File: src/rtl/spi_pkg.sv
// Shared types and constants for the SPI master slice.
package spi_pkg;

    localparam int SPI_CLK_DIV_MIN = 4;
    localparam int SPI_BITS        = 8;
    localparam int SPI_CNT_W       = 8;

    typedef enum logic [2:0] {
        IDLE,
        SETUP,
        LOW,
        HIGH,
        HOLD
    } spi_state_t;

endpackage

File: src/rtl/spi_master_if.sv
// Byte-transfer handshake plus SPI pins, grouped for the master and its user.
interface spi_master_if;

    logic       start;
    logic [7:0] tx_data;
    logic [7:0] rx_data;
    logic       done;
    logic       ready;
    logic       sclk;
    logic       mosi;
    logic       miso;
    logic       cs;

    modport master (
        input  start, tx_data, miso,
        output rx_data, done, ready, sclk, mosi, cs
    );

    modport slave (
        output start, tx_data, miso,
        input  rx_data, done, ready, sclk, mosi, cs
    );

endinterface

File: src/rtl/spi_sclk_gen.sv
// Loadable down-counter timing the setup, half-period and hold phases;
// expire is high during the last cycle of a loaded interval.
module spi_sclk_gen
    import spi_pkg::*;
(
    input  logic                 clk,
    input  logic                 reset,
    input  logic                 load,
    input  logic [SPI_CNT_W-1:0] load_val,
    output logic                 expire
);

    logic [SPI_CNT_W-1:0] count;

    // Loading N yields an interval of exactly N cycles ending in the expiry cycle.
    always_ff @(posedge clk or posedge reset) begin
        if (reset) begin
            count <= '0;
        end else if (load) begin
            count <= load_val;
        end else if (count != '0) begin
            count <= count - SPI_CNT_W'(1);
        end
    end

    assign expire = (count == SPI_CNT_W'(1));

endmodule

File: src/rtl/spi_master.sv
// SPI mode-0 byte master; define SPI_MASTER_BURST_EN to chain bytes
// back-to-back inside one chip-select frame.
module spi_master
    import spi_pkg::*;
#(
    parameter int CLK_DIV  = 4,
    parameter int CS_SETUP = 4,
    parameter int CS_HOLD  = 2
) (
    input logic          clk,
    input logic          reset,
    spi_master_if.master bus
);

    spi_state_t           state, state_n;
    logic                 sclk_q, sclk_n;
    logic                 mosi_q, mosi_n;
    logic                 cs_q, cs_n;
    logic                 done_q, done_n;
    logic [7:0]           rx_data_q, rx_data_n;
    logic [7:0]           tx_sh, tx_sh_n;
    logic [7:0]           rx_sh, rx_sh_n;
    logic [2:0]           bit_cnt, bit_cnt_n;
    logic                 ready_c;
    logic                 cnt_load;
    logic [SPI_CNT_W-1:0] cnt_val;
    logic                 expire;

    spi_sclk_gen u_sclk_gen (
        .clk      (clk),
        .reset    (reset),
        .load     (cnt_load),
        .load_val (cnt_val),
        .expire   (expire)
    );

    always_ff @(posedge clk or posedge reset) begin
        if (reset) begin
            state     <= IDLE;
            sclk_q    <= 1'b0;
            mosi_q    <= 1'b0;
            cs_q      <= 1'b1;
            done_q    <= 1'b0;
            rx_data_q <= 8'h00;
            tx_sh     <= 8'h00;
            rx_sh     <= 8'h00;
            bit_cnt   <= 3'd0;
        end else begin
            state     <= state_n;
            sclk_q    <= sclk_n;
            mosi_q    <= mosi_n;
            cs_q      <= cs_n;
            done_q    <= done_n;
            rx_data_q <= rx_data_n;
            tx_sh     <= tx_sh_n;
            rx_sh     <= rx_sh_n;
            bit_cnt   <= bit_cnt_n;
        end
    end

    // Every pin is registered: the comb block only prepares next values.
    always_comb begin
        state_n   = state;
        sclk_n    = sclk_q;
        mosi_n    = mosi_q;
        cs_n      = cs_q;
        done_n    = 1'b0;
        rx_data_n = rx_data_q;
        tx_sh_n   = tx_sh;
        rx_sh_n   = rx_sh;
        bit_cnt_n = bit_cnt;
        ready_c   = 1'b0;
        cnt_load  = 1'b0;
        cnt_val   = '0;

        unique case (state)
            IDLE: begin
                ready_c = 1'b1;
                if (bus.start) begin
                    tx_sh_n  = bus.tx_data;
                    mosi_n   = bus.tx_data[7];
                    cs_n     = 1'b0;
                    cnt_load = 1'b1;
                    cnt_val  = SPI_CNT_W'(CS_SETUP);
                    state_n  = SETUP;
                end
            end
            SETUP: begin
                if (expire) begin
                    cnt_load  = 1'b1;
                    cnt_val   = SPI_CNT_W'(CLK_DIV);
                    bit_cnt_n = 3'd0;
                    state_n   = LOW;
                end
            end
            LOW: begin
                if (expire) begin
                    sclk_n   = 1'b1;
                    rx_sh_n  = {rx_sh[6:0], bus.miso};
                    cnt_load = 1'b1;
                    cnt_val  = SPI_CNT_W'(CLK_DIV);
                    state_n  = HIGH;
                end
            end
            HIGH: begin
                if (expire) begin
                    sclk_n = 1'b0;
                    if (bit_cnt != 3'(SPI_BITS - 1)) begin
                        // Rotating rather than shifting keeps all bits live; only [7] reaches mosi.
                        tx_sh_n   = {tx_sh[6:0], tx_sh[7]};
                        mosi_n    = tx_sh[6];
                        bit_cnt_n = bit_cnt + 3'd1;
                        cnt_load  = 1'b1;
                        cnt_val   = SPI_CNT_W'(CLK_DIV);
                        state_n   = LOW;
                    end else begin
`ifdef SPI_MASTER_BURST_EN
                        ready_c = 1'b1;
                        if (bus.start) begin
                            tx_sh_n   = bus.tx_data;
                            mosi_n    = bus.tx_data[7];
                            rx_data_n = rx_sh;
                            done_n    = 1'b1;
                            bit_cnt_n = 3'd0;
                            cnt_load  = 1'b1;
                            cnt_val   = SPI_CNT_W'(CLK_DIV);
                            state_n   = LOW;
                        end else begin
                            cnt_load = 1'b1;
                            cnt_val  = SPI_CNT_W'(CS_HOLD);
                            state_n  = HOLD;
                        end
`else
                        cnt_load = 1'b1;
                        cnt_val  = SPI_CNT_W'(CS_HOLD);
                        state_n  = HOLD;
`endif
                    end
                end
            end
            HOLD: begin
                if (expire) begin
                    cs_n      = 1'b1;
                    mosi_n    = 1'b0;
                    rx_data_n = rx_sh;
                    done_n    = 1'b1;
                    state_n   = IDLE;
                end
            end
            default: state_n = IDLE;
        endcase
    end

    assign bus.sclk    = sclk_q;
    assign bus.mosi    = mosi_q;
    assign bus.cs      = cs_q;
    assign bus.done    = done_q;
    assign bus.rx_data = rx_data_q;
    assign bus.ready   = ready_c;

endmodule
File: src/flat_wrapper.sv
// flat-port wrapper written by rule: the top's interface ports become plain ports
module spi_master_flat import spi_pkg::*;
#(
    parameter int CLK_DIV  = 4,
    parameter int CS_SETUP = 4,
    parameter int CS_HOLD  = 2
)
  (clk, reset, bus_start, bus_tx_data, bus_miso, bus_rx_data, bus_done, bus_ready, bus_sclk, bus_mosi, bus_cs);
  spi_master_if bus_i ();
  input logic clk;
  input logic reset;
  input wire logic [$bits(bus_i.start)-1:0] bus_start;
  input wire logic [$bits(bus_i.tx_data)-1:0] bus_tx_data;
  input wire logic [$bits(bus_i.miso)-1:0] bus_miso;
  output wire logic [$bits(bus_i.rx_data)-1:0] bus_rx_data;
  output wire logic [$bits(bus_i.done)-1:0] bus_done;
  output wire logic [$bits(bus_i.ready)-1:0] bus_ready;
  output wire logic [$bits(bus_i.sclk)-1:0] bus_sclk;
  output wire logic [$bits(bus_i.mosi)-1:0] bus_mosi;
  output wire logic [$bits(bus_i.cs)-1:0] bus_cs;
  assign bus_i.start = bus_start;
  assign bus_i.tx_data = bus_tx_data;
  assign bus_i.miso = bus_miso;
  assign bus_rx_data = bus_i.rx_data;
  assign bus_done = bus_i.done;
  assign bus_ready = bus_i.ready;
  assign bus_sclk = bus_i.sclk;
  assign bus_mosi = bus_i.mosi;
  assign bus_cs = bus_i.cs;
  spi_master #(.CLK_DIV(CLK_DIV), .CS_SETUP(CS_SETUP), .CS_HOLD(CS_HOLD)) u_core (.clk(clk), .reset(reset), .bus(bus_i));
endmodule
File: config.mk
export PLATFORM = sky130hd
export DESIGN_NAME = spi_master_flat
export DESIGN_NICKNAME = d
export VERILOG_FILES = /design/src/rtl/spi_pkg.sv /design/src/rtl/spi_master_if.sv /design/src/rtl/spi_sclk_gen.sv /design/src/rtl/spi_master.sv /design/src/flat_wrapper.sv
export SDC_FILE = /design/constraint.sdc
export NUM_CORES = 1
export LEC_CHECK = 0
export CAP_MARGIN = 0
export CORE_MARGIN = 3
export CORE_UTILIZATION = 30
export DETAILED_ROUTE_END_ITERATION = 10
export PLACE_DENSITY_LB_ADDON = 0.2
export SLEW_MARGIN = 20
export SYNTH_ARGS = -nofsm -noshare
export SYNTH_HDL_FRONTEND = slang
export SYNTH_SLANG_ARGS = --single-unit
File: constraint.sdc
create_clock -name clk -period 5.44 [get_ports clk]
set_clock_uncertainty 0.05 [all_clocks]
set_input_delay 1.088 -clock clk [delete_from_list [all_inputs] [get_ports clk]]
set_output_delay 1.088 -clock clk [all_outputs]
set_load 0.01 [all_outputs]
==> impl_metrics.tcl <==
set metrics [dict create \
    ctsHoldBuffers 0 \
    cts_buffers 5 \
    syn2layout_area_growth_pct 19.55 \
    syn_area_per_cell_sq_um 12.16 \
    vias_per_cell 4.839 \
    num_vias 1326 \
    drcViolationCount 0 \
    synthMuxAreaShare_pct 17.98 \
    period_share_pct 56.17 \
    startpoint_type "flip-flop" \
    synth_ff_type "dfrtp_1" \
    setup-violations-final 0 \
    io_buffers 24 \
    slew_headroom_pct 42.62 \
    synth_enable_flop_cells 0 \
    r2r_start "u_core.state[1]" \
    cts_resized 0 \
    crit_required_ns 4.30 \
    finalSetupTns_ns 0 \
    critPathCapture "bus_ready" \
    ant_nets 0 \
    layout_commonest_cell "dfrtp_1" \
    pre_cts_slack_ns 2.713 \
    synth_area_sq_mm 0.002067 \
    clkLatencyLatePin_ns 0.29 \
    cp.arrival_ns 1.92 \
    fin_nets 213 \
    die_width_um 89.01 \
    ff2ff_setup_slack_ns 3.09 \
    synth_xor_area_share_pct 2.119 \
    irDropWorstVdd_mv 0.1607 \
    io-pin-count 25 \
    min_period_ns 3.055 \
    async_flop_share_pct 100.0 \
    syn_inst 170 \
    grt_pass1_wl_mm 6.844 \
    clk_path_buf_depth 2 \
    synth_cell_type_count 39 \
    rows 29 \
    startpoint "u_core.state[1]" \
    start_util_pct 31.82 \
    drive_above_1_share_pct 25.89 \
    ys_seq_area_share_pct 50.91 \
    core_sq_mm 0.006495 \
    fp.dieH_um 89.01 \
    r2r_cells 3 \
    gp_congestion 0.7630 \
    crit_type "reg -> out" \
    antenna_found_initial 0 \
    hold_class "reg -> reg" \
    p_leak_nw 1.057 \
    layout_setup_ws_ns 2.385 \
    synthAdderAreaFrac_pct 3.027 \
    grt_max_degree 43 \
    drt_iter0_markers 90 \
    power_density_mw_per_mm2 419.4 \
    wl_per_cell_um 13.79 \
    final_cell_mix "dfrtp_1, mux2_2, clkdlybuf4s50_1" \
    yosysWarnings 0 \
    tightest_slew_ns 0.8588 \
    path_clk_slew_ns 0.08 \
    die_area_sq_mm 0.007922 \
    hold_viol 0 \
    synth_seq_cells 42 \
    critPathMaxFanout 14 \
    cap_viol_max_count 0 \
    dpl.hpwl_mm 2.542 \
    status "finished clean" \
    end_kind "output pin" \
    synth_compound_area_share_pct 8.354 \
    clkSinkCount 42 \
    cts_tree "built" \
    num_antenna_cells 0 \
    yosys.area_share.simple_pct 14.29 \
    grt_usage_pct 11.02 \
    slew_violations 0 \
    fillers 621 \
    grt_overflow 0 \
    synth_top_family_by_area "multiplexers" \
    cts_setup_buffers 0 \
    fmax_mhz 327.3 \
    grt_pass1_vias 1413 \
    drt-total-wl_mm 3.778 \
    htree_num_levels 2 \
    syn_nets 187 \
    reg2reg_to "u_core.tx_sh[5]" \
    cts_root_buf "clkbuf_8" \
    rsz0062_at_grt "no" \
    dr.pass1.iters 4 \
]
==> cells in the mapped netlist, drive strengths merged (2+ instances only) <==
master | n | area, sq um
a211oi | 6 | 57.56
a21oi | 7 | 35.03
buf | 3 | 23.77
clkbuf | 4 | 15.01
dfrtp | 41 | 1026
ha | 5 | 62.56
inv | 8 | 30.03
mux2 | 33 | 371.6
nand2 | 10 | 37.54
nand3 | 7 | 40.04
nor2 | 12 | 45.04
nor3b | 3 | 33.78
nor4b | 2 | 17.52
o2bb2ai | 3 | 26.28
o311ai | 2 | 17.52
or3 | 4 | 30.03
xnor2 | 5 | 43.79
==> per-stage QoR <==
step / power [mW] / util [%] / cell area, sq um / cells / hold WS (ns)
2_1_floorplan: 0.7605 / - / 2067 / 170 / 0.4041
3_3_place_gp: 0.8390 / 36.64 / 2380 / 266 / 0.4281
3_5_place_dp: 0.8402 / 36.64 / 2380 / 266 / 0.4334
4_1_cts: 1.051 / 38.05 / 2471 / 274 / 0.4529
5_1_grt: 1.120 / 38.05 / 2471 / 274 / 0.4837
6_report: 1.036 / 38.05 / 2471 / 274 / 0.4441
==> worst min-delay path by stage <==
stage / from / depth (start not counted) / end
2_1_floorplan: u_core.tx_sh[7] / 1 / u_core.tx_sh[7]
3_3_place_gp: u_core.tx_sh[7] / 1 / u_core.tx_sh[7]
3_5_place_dp: u_core.tx_sh[7] / 1 / u_core.tx_sh[7]
4_1_cts: u_core.tx_sh[7] / 1 / u_core.tx_sh[7]
5_1_grt: u_core.tx_sh[5] / 1 / u_core.tx_sh[5]
6_report: u_core.tx_sh[7] / 1 / u_core.tx_sh[7]
==> power by group <==
group / total (mW) / internal (mW) / switching, mW
combinational: 0.363 / 0.196 / 0.167
sequential: 0.467 / 0.390 / 0.0769
clock: 0.207 / 0.102 / 0.105
total: 1.04 / 0.688 / 0.349
==> critical path, cell delays in order (launching register included) <==
cell and delay [ns]:
dfrtp_1 0.55, or3_4 0.47, inv_1 0.08, clkdlybuf4s50_1 0.53
==> logic make-up after synthesis <==
group | count (synthesis)
AO/OA/AOI/OAI | 23
XOR/XNOR | 5
adder cells (fa/ha/maj) | 5
flip-flops | 42
AND/OR/NAND/NOR | 47
multiplexers | 33
buffers and inverters | 15
==> flip-flops by register name (all words and copies together), names as in the netlist, 3 cells and up <==
name and count:
u_core.u_sclk_gen.count 8, u_core.state 3, u_core.bus.rx_data 8, u_core.tx_sh 8, u_core.bit_cnt 3, u_core.rx_sh 8
==> layout make-up <==
class	instances	area, sq um	share of cell area, %
Sequential cell	42	1052	42.58
Multi-Input combinational cell	113	945.9	38.28
Timing Repair Buffer	26	255.2	10.33
Tap cell	77	96.34	3.899
Clock buffer	7	86.33	3.494
Inverter	8	30.03	1.215
Clock inverter	1	5.005	0.2025
==> per-layer routing <==
layer / GRT usage [%] / up-vias / routed length [um]
met1: 15.36 / 643 / 1899
li1: - / 659 / -
met4: 3.248 / 0 / 51
met5: 0 / - / 0
met3: 3.134 / 5 / 137
met2: 16.73 / 19 / 1690
Note: power is estimated with default switching activity, not from simulation.
